**config.mk**
```make
export PLATFORM = sky130hd
export DESIGN_NAME = led_status_scheduler
export DESIGN_NICKNAME = d
export VERILOG_FILES = /design/src/rtl/led_status_scheduler.sv
export SDC_FILE = /design/constraint.sdc
export NUM_CORES = 1
export LEC_CHECK = 0
export BUFFER_PORTS_ARGS = -buffer_cell sky130_fd_sc_hd__buf_2
export CAP_MARGIN = 15
export CELL_PAD_IN_SITES_DETAIL_PLACEMENT = 2
export CELL_PAD_IN_SITES_GLOBAL_PLACEMENT = 2
export CORE_MARGIN = 1
export CORE_UTILIZATION = 31
export CTS_CLUSTER_DIAMETER = 50
export DETAILED_ROUTE_END_ITERATION = 10
export GPL_ROUTABILITY_DRIVEN = 1
export PLACE_DENSITY_LB_ADDON = 0.12
export SLEW_MARGIN = 5
export SYNTH_ARGS = -nofsm -noshare
export SYNTH_HDL_FRONTEND = slang
export SYNTH_SLANG_ARGS = --single-unit
```
**constraint.sdc**
```tcl
create_clock -name sys_clk -period 2.2 [get_ports sys_clk]
set_input_delay 0.33 -clock sys_clk [delete_from_list [all_inputs] [get_ports sys_clk]]
set_output_delay 0.33 -clock sys_clk [all_outputs]
set_load 0.01 [all_outputs]
```
**src/rtl/led_status_scheduler.sv**
```systemverilog
// Shares one RGB LED between N_REQ status requesters using fixed priority (index 0 highest).
// The winner's solid, blink or burst pattern runs on a prescaled tick, and a global brightness PWM gates the output.
//  state     | meaning
//  IDLE      | no grant; arbitrate and latch the winner
//  SOLID     | LED lit; yields on drop or on a higher-priority request
//  BLINK_ON  | lit phase, 250 ticks; re-arbitrates at phase end
//  BLINK_OFF | dark phase, 250 ticks; re-arbitrates at phase end
//  BURST_ON  | lit flash, 50 ticks; not preemptable
//  BURST_OFF | dark gap, 50 ticks; third gap ends with an ack
module led_status_scheduler #(
    parameter int N_REQ    = 4,
    parameter int TICK_DIV = 150000,
    parameter int PWM_W    = 8,
    localparam int ID_W    = (N_REQ > 1) ? $clog2(N_REQ) : 1,
    localparam int PS_W    = $clog2(TICK_DIV)
) (
    input  logic                 sys_clk,
    input  logic                 sys_rst,
    input  logic [N_REQ-1:0]     req_valid,
    input  logic [2*N_REQ-1:0]   req_mode,
    input  logic [3*N_REQ-1:0]   req_rgb,
    input  logic [PWM_W-1:0]     brightness,
    output logic [N_REQ-1:0]     req_ack,
    output logic [2:0]           rgb_pwm,
    output logic [ID_W-1:0]      active_id,
    output logic                 busy
);

    localparam int BLINK_LEN = 250;
    localparam int BURST_LEN = 50;
    localparam int BURST_CNT = 3;

    typedef enum logic [2:0] {
        IDLE,
        SOLID,
        BLINK_ON,
        BLINK_OFF,
        BURST_ON,
        BURST_OFF
    } state_t;

    state_t            state;
    logic [ID_W-1:0]   id_q;
    logic [2:0]        rgb_q;
    logic [PS_W-1:0]   presc;
    logic [7:0]        phase;
    logic [1:0]        flash;
    logic [N_REQ-1:0]  mask;
    logic [PWM_W-1:0]  pwm_cnt;

    logic [N_REQ-1:0]  mode_nz;
    logic [N_REQ-1:0]  elig;
    logic              any_elig;
    logic [ID_W-1:0]   win;
    logic [1:0]        win_mode;
    logic [2:0]        win_rgb;
    logic [2:0]        id_rgb;
    logic [N_REQ-1:0]  id_onehot;
    logic              keep_grant;
    logic              tick;
    logic              led_on;
    logic              blink_end;
    logic              burst_end;

    always_comb begin
        mode_nz = '0;
        for (int i = 0; i < N_REQ; i++) begin
            mode_nz[i] = |req_mode[2*i +: 2];
        end
        elig     = req_valid & mode_nz & ~mask;
        any_elig = |elig;
        win      = '0;
        for (int i = N_REQ - 1; i >= 0; i--) begin
            if (elig[i]) begin
                win = ID_W'(i);
            end
        end
        win_mode   = req_mode[2*win +: 2];
        win_rgb    = req_rgb[3*win +: 3];
        id_rgb     = req_rgb[3*id_q +: 3];
        id_onehot  = N_REQ'(1) << id_q;
        // lowest eligible index is the winner, so this covers both drop and preempt
        keep_grant = any_elig && (win == id_q);
        tick       = (presc == PS_W'(TICK_DIV - 1));
        blink_end  = tick && (phase == 8'(BLINK_LEN - 1));
        burst_end  = tick && (phase == 8'(BURST_LEN - 1));
        led_on     = (state == SOLID) || (state == BLINK_ON) || (state == BURST_ON);
    end

    always_ff @(posedge sys_clk) begin
        if (sys_rst) begin
            state     <= IDLE;
            id_q      <= '0;
            rgb_q     <= '0;
            presc     <= '0;
            phase     <= '0;
            flash     <= '0;
            mask      <= '0;
            pwm_cnt   <= '0;
            req_ack   <= '0;
            rgb_pwm   <= '0;
            active_id <= '0;
            busy      <= 1'b0;
        end else begin
            pwm_cnt <= pwm_cnt + 1'b1;
            rgb_pwm <= {3{led_on}} & rgb_q & {3{pwm_cnt < brightness}};
            req_ack <= '0;
            mask    <= mask & req_valid;
            presc   <= tick ? '0 : presc + 1'b1;

            case (state)
                IDLE: begin
                    active_id <= '0;
                    busy      <= 1'b0;
                    if (any_elig) begin
                        id_q      <= win;
                        active_id <= win;
                        busy      <= 1'b1;
                        rgb_q     <= win_rgb;
                        presc     <= '0;
                        phase     <= '0;
                        flash     <= '0;
                        case (win_mode)
                            2'b01:   state <= SOLID;
                            2'b10:   state <= BLINK_ON;
                            default: state <= BURST_ON;
                        endcase
                    end
                end

                SOLID: begin
                    rgb_q <= id_rgb;
                    if (!keep_grant) begin
                        state     <= IDLE;
                        active_id <= '0;
                        busy      <= 1'b0;
                    end
                end

                BLINK_ON, BLINK_OFF: begin
                    if (!elig[id_q]) begin
                        state     <= IDLE;
                        active_id <= '0;
                        busy      <= 1'b0;
                    end else if (blink_end) begin
                        phase <= '0;
                        if (keep_grant) begin
                            state <= (state == BLINK_ON) ? BLINK_OFF : BLINK_ON;
                        end else begin
                            state     <= IDLE;
                            active_id <= '0;
                            busy      <= 1'b0;
                        end
                    end else if (tick) begin
                        phase <= phase + 1'b1;
                    end
                end

                BURST_ON: begin
                    if (burst_end) begin
                        phase <= '0;
                        state <= BURST_OFF;
                    end else if (tick) begin
                        phase <= phase + 1'b1;
                    end
                end

                BURST_OFF: begin
                    if (burst_end) begin
                        phase <= '0;
                        if (flash == 2'(BURST_CNT - 1)) begin
                            // a requester that already dropped must not stay masked
                            mask      <= (mask | id_onehot) & req_valid;
                            req_ack   <= id_onehot;
                            state     <= IDLE;
                            active_id <= '0;
                            busy      <= 1'b0;
                        end else begin
                            flash <= flash + 1'b1;
                            state <= BURST_ON;
                        end
                    end else if (tick) begin
                        phase <= phase + 1'b1;
                    end
                end

                default: begin
                    state     <= IDLE;
                    active_id <= '0;
                    busy      <= 1'b0;
                end
            endcase
        end
    end

endmodule

```
* After elaboration in Yosys (flattened, before gate mapping) *
Index checks and enable logic that the tools add are counted.

operators by class
  add/sub/neg operators = 4
  divide/modulo/power cells = 0
  magnitude comparators = 2
  equality and inequality tests = 20
  mux-type cells = 49
  shift-type cells = 4
  reduce and logical (&&, ||, !) cells = 23
  multipliers = 2
  bitwise gates (word level) = 12

operators with widths
  cell                   number
  $mux 18                3
  $mux 8                 5
  $mux 2                 14
  $mux 3                 8
  $pmux 8 s3             1
  $shiftx 12x5->3        2
  $add 18x1->18 const B  1
  $eq 18x18->1 const B   1
  $add 8x1->8 const B    2
  $and 4x4->4            4
  $pmux 3 s5             1
  $ne 2x2->1 const B     7
  $mux 4                 3
  $pmux 3 s2             2
  $reduce_or 2->1        6
  $pmux 2 s5             1
  $eq 8x6->1 const B     1
  $eq 8x8->1 const B     1
  $lt 8x8->1             1
  $mul 2x2->4 const A    2
  $mux 1                 8
  $reduce_and 4->1       2
  $reduce_or 4->1        2
  $shiftx 8x4->2         1
  25 further kinds       37

storage, ports and cells
  word-level logic and storage cells = 128
  RAM bits = 0
  bits in registers = 58
  memories kept = 0
  output and inout bits = 10
  latch bits = 0
  ROM bits = 0
  input bits = 34

* Depth between registers and ports, before layout *
Gate-level depths: netlist (run 1).

  word-level depth = 13
  mapped depth = 13
  depth with buffers taken out = 11

* Least setup slack after synthesis (run 1) *
Ideal clock, no wire load.

  kind = reg2reg
  start point = register mask[0]
  end point = register state[2]
  data arrival time = 2.052 ns
  period minus slack after synthesis = 2.186 ns
  cell stages (with the launch flop) = 13
  slack = 0.014 ns
  buffers on the path = 2
  library setup time = 0.134 ns
  required time = 2.066 ns
  cell sequence = dfxtp_1 > nand2b_1 > or2_2 > clkbuf_1 > o21a_1 > buf_2 > mux2i_1 > mux2i_1 > inv_1 > ha_1 > nor3b_1 > o21ai_0 > a21oi_1

between the ends
  word-level cells in the longest chain between the ends = 8
  elaborated cells between the ends (all ways) = 19
  those cells by class = eq/ne (6); shift (1); mux (7); bitwise (2); reduce/logical (3)

ends and longest elaborated chain
  what                                      line  RTL
  start: declaration                        48    logic [N_REQ-1:0] mask;
  start signal: assignment                  108   mask <= mask & req_valid;
  start signal: assignment                  173   mask <= (mask | id_onehot) & req_valid;
  $not 4->4 *                               70    elig = req_valid & mode_nz & ~mask;
  $and 4x4->4 *                             70
  $mux 2                                    74    if (elig[i]) begin
  $shiftx 8x4->2                            78    win_mode = req_mode[2*win +: 2];
  $eq 2x2->1 or $eq 2x1->1 (tied branches)  123   case (win_mode)
  $pmux 3 s2                                123
  $mux 3                                    115   if (any_elig) begin
  $pmux 3 s5                                111   case (state)
  end signal: assignment                    148   state <= (state == BLINK_ON) ? BLINK_OFF : BLINK_ON;
  end: declaration                          42    state_t state;

Mark *: on every way between the ends. The rest lies on a longest branch, timed or not. The select of a mux whose other input is x is not followed.
A chain may end at the register's enable or synchronous reset.

* Worst setup path after layout (run 1) *
  start point = register mask[3]
  end point = register state[2]

between the ends
  word-level cells in the longest chain between the ends = 11
  elaborated cells between the ends (all ways) = 22
  those cells by class = eq/ne (6); shift (1); mux (10); bitwise (2); reduce/logical (3)

ends and longest elaborated chain
  what                                      line
  $not 4->4 *                               70
  $and 4x4->4 *                             70
  $mux 2 (4 in a row)                       74
  $shiftx 8x4->2                            78
  $eq 2x2->1 or $eq 2x1->1 (tied branches)  123
  $pmux 3 s2                                123
  $mux 3                                    115
  $pmux 3 s5                                111

Marks and branches as above.

==> results of run 1 <==
[placed cells by master, fill, tap and decap left out, types with 4 or more instances in the layout]
| cell type | netlist | layout |
|---|---|---|
| dfxtp_1 | 58 | 56 |
| nor2_1 | 55 | 55 |
| buf_2 | 8 | 43 |
| buf_4 | 0 | 32 |
| nand2_1 | 25 | 25 |
| inv_1 | 18 | 18 |
| a21oi_1 | 15 | 15 |
| xnor2_1 | 14 | 14 |
| ha_1 | 14 | 14 |
| mux2i_1 | 13 | 13 |
| nand4_1 | 13 | 13 |
| nand3_1 | 12 | 12 |
| xor2_1 | 12 | 12 |
| and3_1 | 10 | 10 |
| clkbuf_8 | 0 | 10 |
| nand2b_1 | 8 | 7 |
| nor2b_1 | 8 | 7 |
| and2_1 | 6 | 6 |
| a31oi_1 | 6 | 6 |
| nor3_1 | 7 | 5 |
| o21ai_0 | 6 | 5 |
| a21o_1 | 5 | 5 |
| nor3b_1 | 5 | 4 |
[kinds of logic after synthesis]
| kind of cell | synth area share (%) |
|---|---|
| flops | 35.7 |
| fa+ha+maj | 5.39 |
| compound gates | 15.5 |
| buf+inv | 4.00 |
| mux | 4.77 |
| xor+xnor | 7.01 |
| simple gates | 27.6 |
[sequential cells by signal, indices dropped and copies added (netlist names)]
| signal | flops |
|---|---|
| req_ack | 4 |
| phase | 8 |
| rgb_pwm | 3 |
| id_q | 2 |
| mask | 4 |
| rgb_q | 3 |
| presc | 18 |
| pwm_cnt | 8 |
| busy | 1 |
| state | 3 |
| flash | 2 |
| active_id | 2 |
[final cells by class]
cell class	count	area, um2	share of cell area (%)
multi-input cells	293	2010	49.3
clock buffers	10	138	3.38
well taps	136	170	4.17
clock inverters	6	72.6	1.78
inverters	18	67.6	1.66
flip-flops and latches	58	1160	28.5
repair buffers	75	455	11.2
[metal layers]
metal	vias up	track usage, %	share of wire [%]
li1	1510	-	-
met1	1507	20.5	45
met2	27	33.3	53
met3	7	4.20	2.0
met4	0	4.59	0.84
met5	-	0	0
[critical path: cells and delay by family, from the launching register on]
family,cells,cell delay [ps]
compound gates,3,470
fa+ha+maj,1,270
mux,1,310
flops,1,330
simple gates,3,610
[stage by stage]
stage          worst slack (ps)  instances  hold slack, ps
6_report                   90.0        596             265
5_1_grt                   -41.7        596             244
4_1_cts                    23.9        595             236
3_5_place_dp               -127        578             435
3_3_place_gp               3.92        578             425
2_1_floorplan              14.1        383             412
[worst paths after layout]
check,start,to,cells past startpoint
max reg2reg,mask[3],state[2],8
min,req_valid[0],mask[0],2
max,mask[3],state[2],8
min reg2reg,rgb_q[2],rgb_pwm[2],2
[repair_timing]
action,in CTS,in global routing
setup endpoints to repair,3,6
gates resized for setup,5,10
pin swaps,0,1
buffers inserted,1,1
gates cloned,0,0
hold buffers,0,0
[where the power goes]
part	total, W	internal (W)	switching, W
sequential	0.00120	0.00111	0.0000824
clock	0.00106	0.000566	0.000490
combinational	0.000689	0.000307	0.000383
==> results.md, run 1 <==
- Status: finished clean
- Crit Path Max Fanout: 3
- Syn nets: 431
- I/O Buffers: 43
- Initial DRC count: 34
- Ys Warns: 0
- WP data required: 2430 ps
- Design area: between 4000 and 5000 um2
- Worst min-delay path class: in2reg
- DP Area: 3800 um2
- Area leader, netlist: dfxtp_1
- Worst VDD drop: 0.298 mV
- Synth unique cells: 58
- Die ar.: 10900 um2
- R2R Setup Slk: 90 ps
- Async SR Flop Fraction: 0%
- Synth area leaders: dfxtp_1 36%, nor2_1 6.4%, ha_1 5.4%
- Root Buffer Master: clkbuf_8
- Wire length per cell: between 15 and 20 um
- Initial Util: 31.8%
- GRT Overall Usage: 18.0%
- Total wire length: 9.34 mm
- Num ports: 44
- CP Cell Sequence: nand2b_1 -> o22ai_1 -> nor2b_2 -> mux2i_1 -> ha_1 -> nor3b_2 -> o21ai_1 -> a21oi_1
- Fmax: 474 MHz
- Area of the core: 10200 um2
- CP Launch Type: flip-flop
- Initial antenna violation count: 0
- Final hold vios: 0
- Slew margin rel.: 66.2%
- Clock Tree Buf Depth: 2
- Slew @ Worst Pin: 506 ps
- Gr ovfl total: 0
- Via density per instance: 5.12
- TritonCTS Buffers: 9
- Total design power: 0.00294 W
- Final Util: 39.9%
- Gpl congestion: 0.781
- Layout area overhead: 25.4%
- Die height: 104 um
- Synth Register Bits: 58
- TNS Setup: 0 ps
- Final setup violation count: 0
- Clock Latency Late Sink: 340 ps
- Nets@finish: 503
- Final-report max-slew violation count: 0
- Seq/Total Area, Yosys: around 36%
- CP max-delay cell: dfxtp_1
- Layout cells sized above 1: 26.3%
- First-pass GRT wire length: 15.6 mm
- ANT cells: 0
- Crit path DAT: roughly 2300 ps
- CP Class: reg2reg
- Length of the first detailed-routing pass in iterations: 6
- Pin count of the biggest net entering global routing: 25
- H-tree depth: 3
- CTS clk-pin slew, worst paths: 80 ps
- Worst Setup End Kind: flip-flop
- PwrDens: 721 nW/um2
- DRC: 0
- EDFF count, synth: 0
- Worst path max stage delay: 330 ps
- RSZ-0062 raised after global routing: true
- Area fraction of the dominant cell type after synthesis: 35.7%
- Top_reg_cell synth: dfxtp_1
- Rows: 37
- Skew final: 11.8 ps
- Final min period: around 2100 ps
- Top cells by count, synth: 58 x dfxtp_1, 55 x nor2_1, 25 x nand2_1
- Via count: just over 3000
- CTS sink cnt: 58
- DP HPWL: 7.24 mm
- CTS tree: yes
- Final Cycle Share: 95.9%
- Die width: 104 um
- Netlist Area Pre-Place: roughly 3300 um2
- Maxcap violations: 0
- Synthesized area per cell: around 8.5 um2
- Leak: 1.73 nW
- Post-DRT Antenna Nets: 0
- Fill cells: 1174
- Cells after synthesis: 383
- Count leader, synth: dfxtp_1
- Vias in the first global route: 3219
No activity file was read; power rests on OpenSTA's default activity.
==> run 2, diff against run 1 <==
CORE_UTILIZATION = 32   (was 31)
CTS_BUF_LIST = sky130_fd_sc_hd__clkbuf_8   (was unset)
==> results.md, run 2 (synthesized netlist as in run 1, its figures left out) <==
- Status: finished clean
- Biggest regs: presc: 18 flops, phase: 8 flops, pwm_cnt: 8 flops
- Area of the core: 9820 um2 (-4.0%)
- PwrDens: 680 nW/um2 (-5.7%)
- Slew @ Worst Pin: 509 ps (+3.65 ps)
- CTS tree: yes
- Die height: 103 um (-1.5%)
- CTS sink cnt: 58 (unchanged)
- Final Cycle Share: 96.2% (+0.32 points)
- Total design power: 0.00277 W (-5.7%)
- Die width: 103 um (-1.5%)
- Commonest cells after routing, fill and taps aside: 58 x dfxtp_1, 55 x nor2_1, 44 x buf_2
- Max FFs per register: 18 (unchanged)
- Num ports: 44 (unchanged)
- Clock Latency Late Sink: 340 ps (about the same)
- Int Pwr: 0.00184 W (-7.6%)
- Via density per instance: 5.15 (+0.59%)
- Wire length per cell: 16.1 um (+2.7%)
- Slew margin rel.: 66.0% (-0.24 points)
- Post-DRT Antenna Nets: 0 (unchanged)
- Worst min-delay path class: in2reg
- I/O Buffers: 43 (unchanged)
- Largest Register: presc
- Length of the first detailed-routing pass in iterations: 6 (unchanged)
- Via count: 3069 (+0.59%)
- Root Buffer Master: clkbuf_8
- CP Launch Type: flip-flop
- Layout area overhead: 25.5% (about the same)
- Fmax: 472 MHz (-0.34%)
- Clock Tree Buf Depth: 2 (unchanged)
- Final setup violation count: 0 (unchanged)
- Crit path DAT: 2350 ps (about the same)
- Gr ovfl total: 0 (unchanged)
- Pin count of the biggest net entering global routing: 25 (unchanged)
- Skew final: 11.2 ps (-0.647 ps)
- Final-report max-slew violation count: 0 (unchanged)
- Final Util: 41.5% (+1.7 points)
- CTS clk-pin slew, worst paths: 70 ps (about the same)
- Gpl congestion: 0.781 (about the same)
- Commonest non-fill, non-tap cell in the layout: dfxtp_1
- Hold_sp: req_valid[2]
- First-pass GRT wire length: 15.7 mm (+0.53%)
- DP HPWL: 7.13 mm (-1.5%)
- Leak: 1.74 nW (+0.54%)
- Combinational cell fraction of total power: 26.6% (+3.2 points)
- GRT Overall Usage: 19.4% (+1.4 points)
- Worst VDD drop: 0.314 mV (+5.4%)
- Initial antenna violation count: 0 (unchanged)
- CP Class: reg2reg
- Crit Path Max Fanout: 6 (+3)
- WP data required: 2430 ps (about the same)
- Initial DRC count: 58 (+71%)
- Die ar.: 10600 um2 (-3.1%)
- Vias in the first global route: 3271 (+1.6%)
- Final min period: 2120 ps (+7.09 ps)
- DRC: 0 (unchanged)
- H-tree depth: 3 (unchanged)
- Critical path origin: mask[0]
- # hold bufs at CTS: 0 (unchanged)
- Worst Setup End Kind: flip-flop
- Layout cells sized above 1: 26.8% (+0.48 points)
- Initial Util: 33.1% (+1.3 points)
- Total wire length: 9.59 mm (+2.7%)
- Psw: 0.000938 W (-1.8%)
- Worst r2r src: mask[0]
- ANT cells: 0 (unchanged)
- TritonCTS Buffers: 9 (unchanged)
- Sw Share: 33.8% (+1.3 points)
- Register share of total power: 42.7% (+2.0 points)
- Clock network power share: 30.7% (-5.2 points)
- Nets@finish: 507 (+0.80%)
- Maxcap violations: 0 (unchanged)
- Final hold vios: 0 (unchanged)
- Rows: 36 (-2.7%)
## run 2: changes by cell type in the layout (fill, tap and decap cells not counted), sizes merged
cell | before | now
clkinv | 2 | 4
buf | 75 | 79
clkbuf | 10 | 9
bufinv | 1 | 0
clkinvlp | 1 | 2
inv | 20 | 18
## run 2: path summary, 6_finish.rpt
check | end | slack (ps) | cells past startpoint
max reg2reg | phase[6] | 80 | 10
max | phase[6] | 80 | 10
min reg2reg | rgb_pwm[1] | 440 | 2
min | mask[2] | 260 | 2
## run 2: layer usage
layer	wire, um	GRT usage, %	vias up
met5	0	0	-
met4	112	6.18	0
met3	238	3.25	11
met2	4590	33.8	43
met1	4650	24.3	1498
li1	-	-	1517
## run 2: stage by stage
| stage | setup WS, ps | instances | cell area, um2 | TNS [ps] | hold WS [ps] |
|---|---|---|---|---|---|
| 2_1_floorplan | 14.1 | 383 | 3250 | 0 | 412 |
| 3_3_place_gp | 12.1 | 577 | 3810 | 0 | 431 |
| 3_5_place_dp | -182 | 577 | 3810 | -329 | 438 |
| 4_1_cts | 2.06 | 593 | 3980 | 0 | 229 |
| 5_1_grt | -24.0 | 596 | 4080 | -24.8 | 243 |
| 6_report | 82.9 | 596 | 4080 | 0 | 262 |
## run 2: area by class of cell
type                            instances  area (um2)
Inverter                               18        67.6
Sequential cell                        58        1160
Fill cell                            1153        5740
Timing Repair Buffer                   79         487
Multi-Input combinational cell        293        2040
Tap cell                              133         166
Clock inverter                          6        35.0
Clock buffer                            9         124
## run 2: repair_timing
item	4_1_cts	5_1_grt
gates cloned	0	1
endpoints found under the hold margin	0	0
endpoints found under the setup margin	2	7
setup buffers	1	2
pin swaps	0	3
gates resized for setup	3	15
## run 2: worst max-delay path, stage by stage (launching register included)
cell,delay [ps]
dfxtp_1,310
nand2b_1,150
buf_4,140
o22ai_2,250
buf_4,190
o21ai_1,80
buf_4,180
a311oi_4,260
buf_6,180
nand4_1,110
o2bb2ai_1,140
## run 2: power by group through the flow
| stage | Combinational, W | Sequential [W] | Clock [W] |
|---|---|---|---|
| after floorplan | 0.000436 | 0.00117 | 0 |
| after global placement | 0.000683 | 0.00121 | 0 |
| after detailed placement | 0.000703 | 0.00121 | 0 |
| after CTS | 0.000716 | 0.00118 | 0.000892 |
| after global routing | 0.000813 | 0.00120 | 0.000930 |
| final | 0.000738 | 0.00118 | 0.000851 |
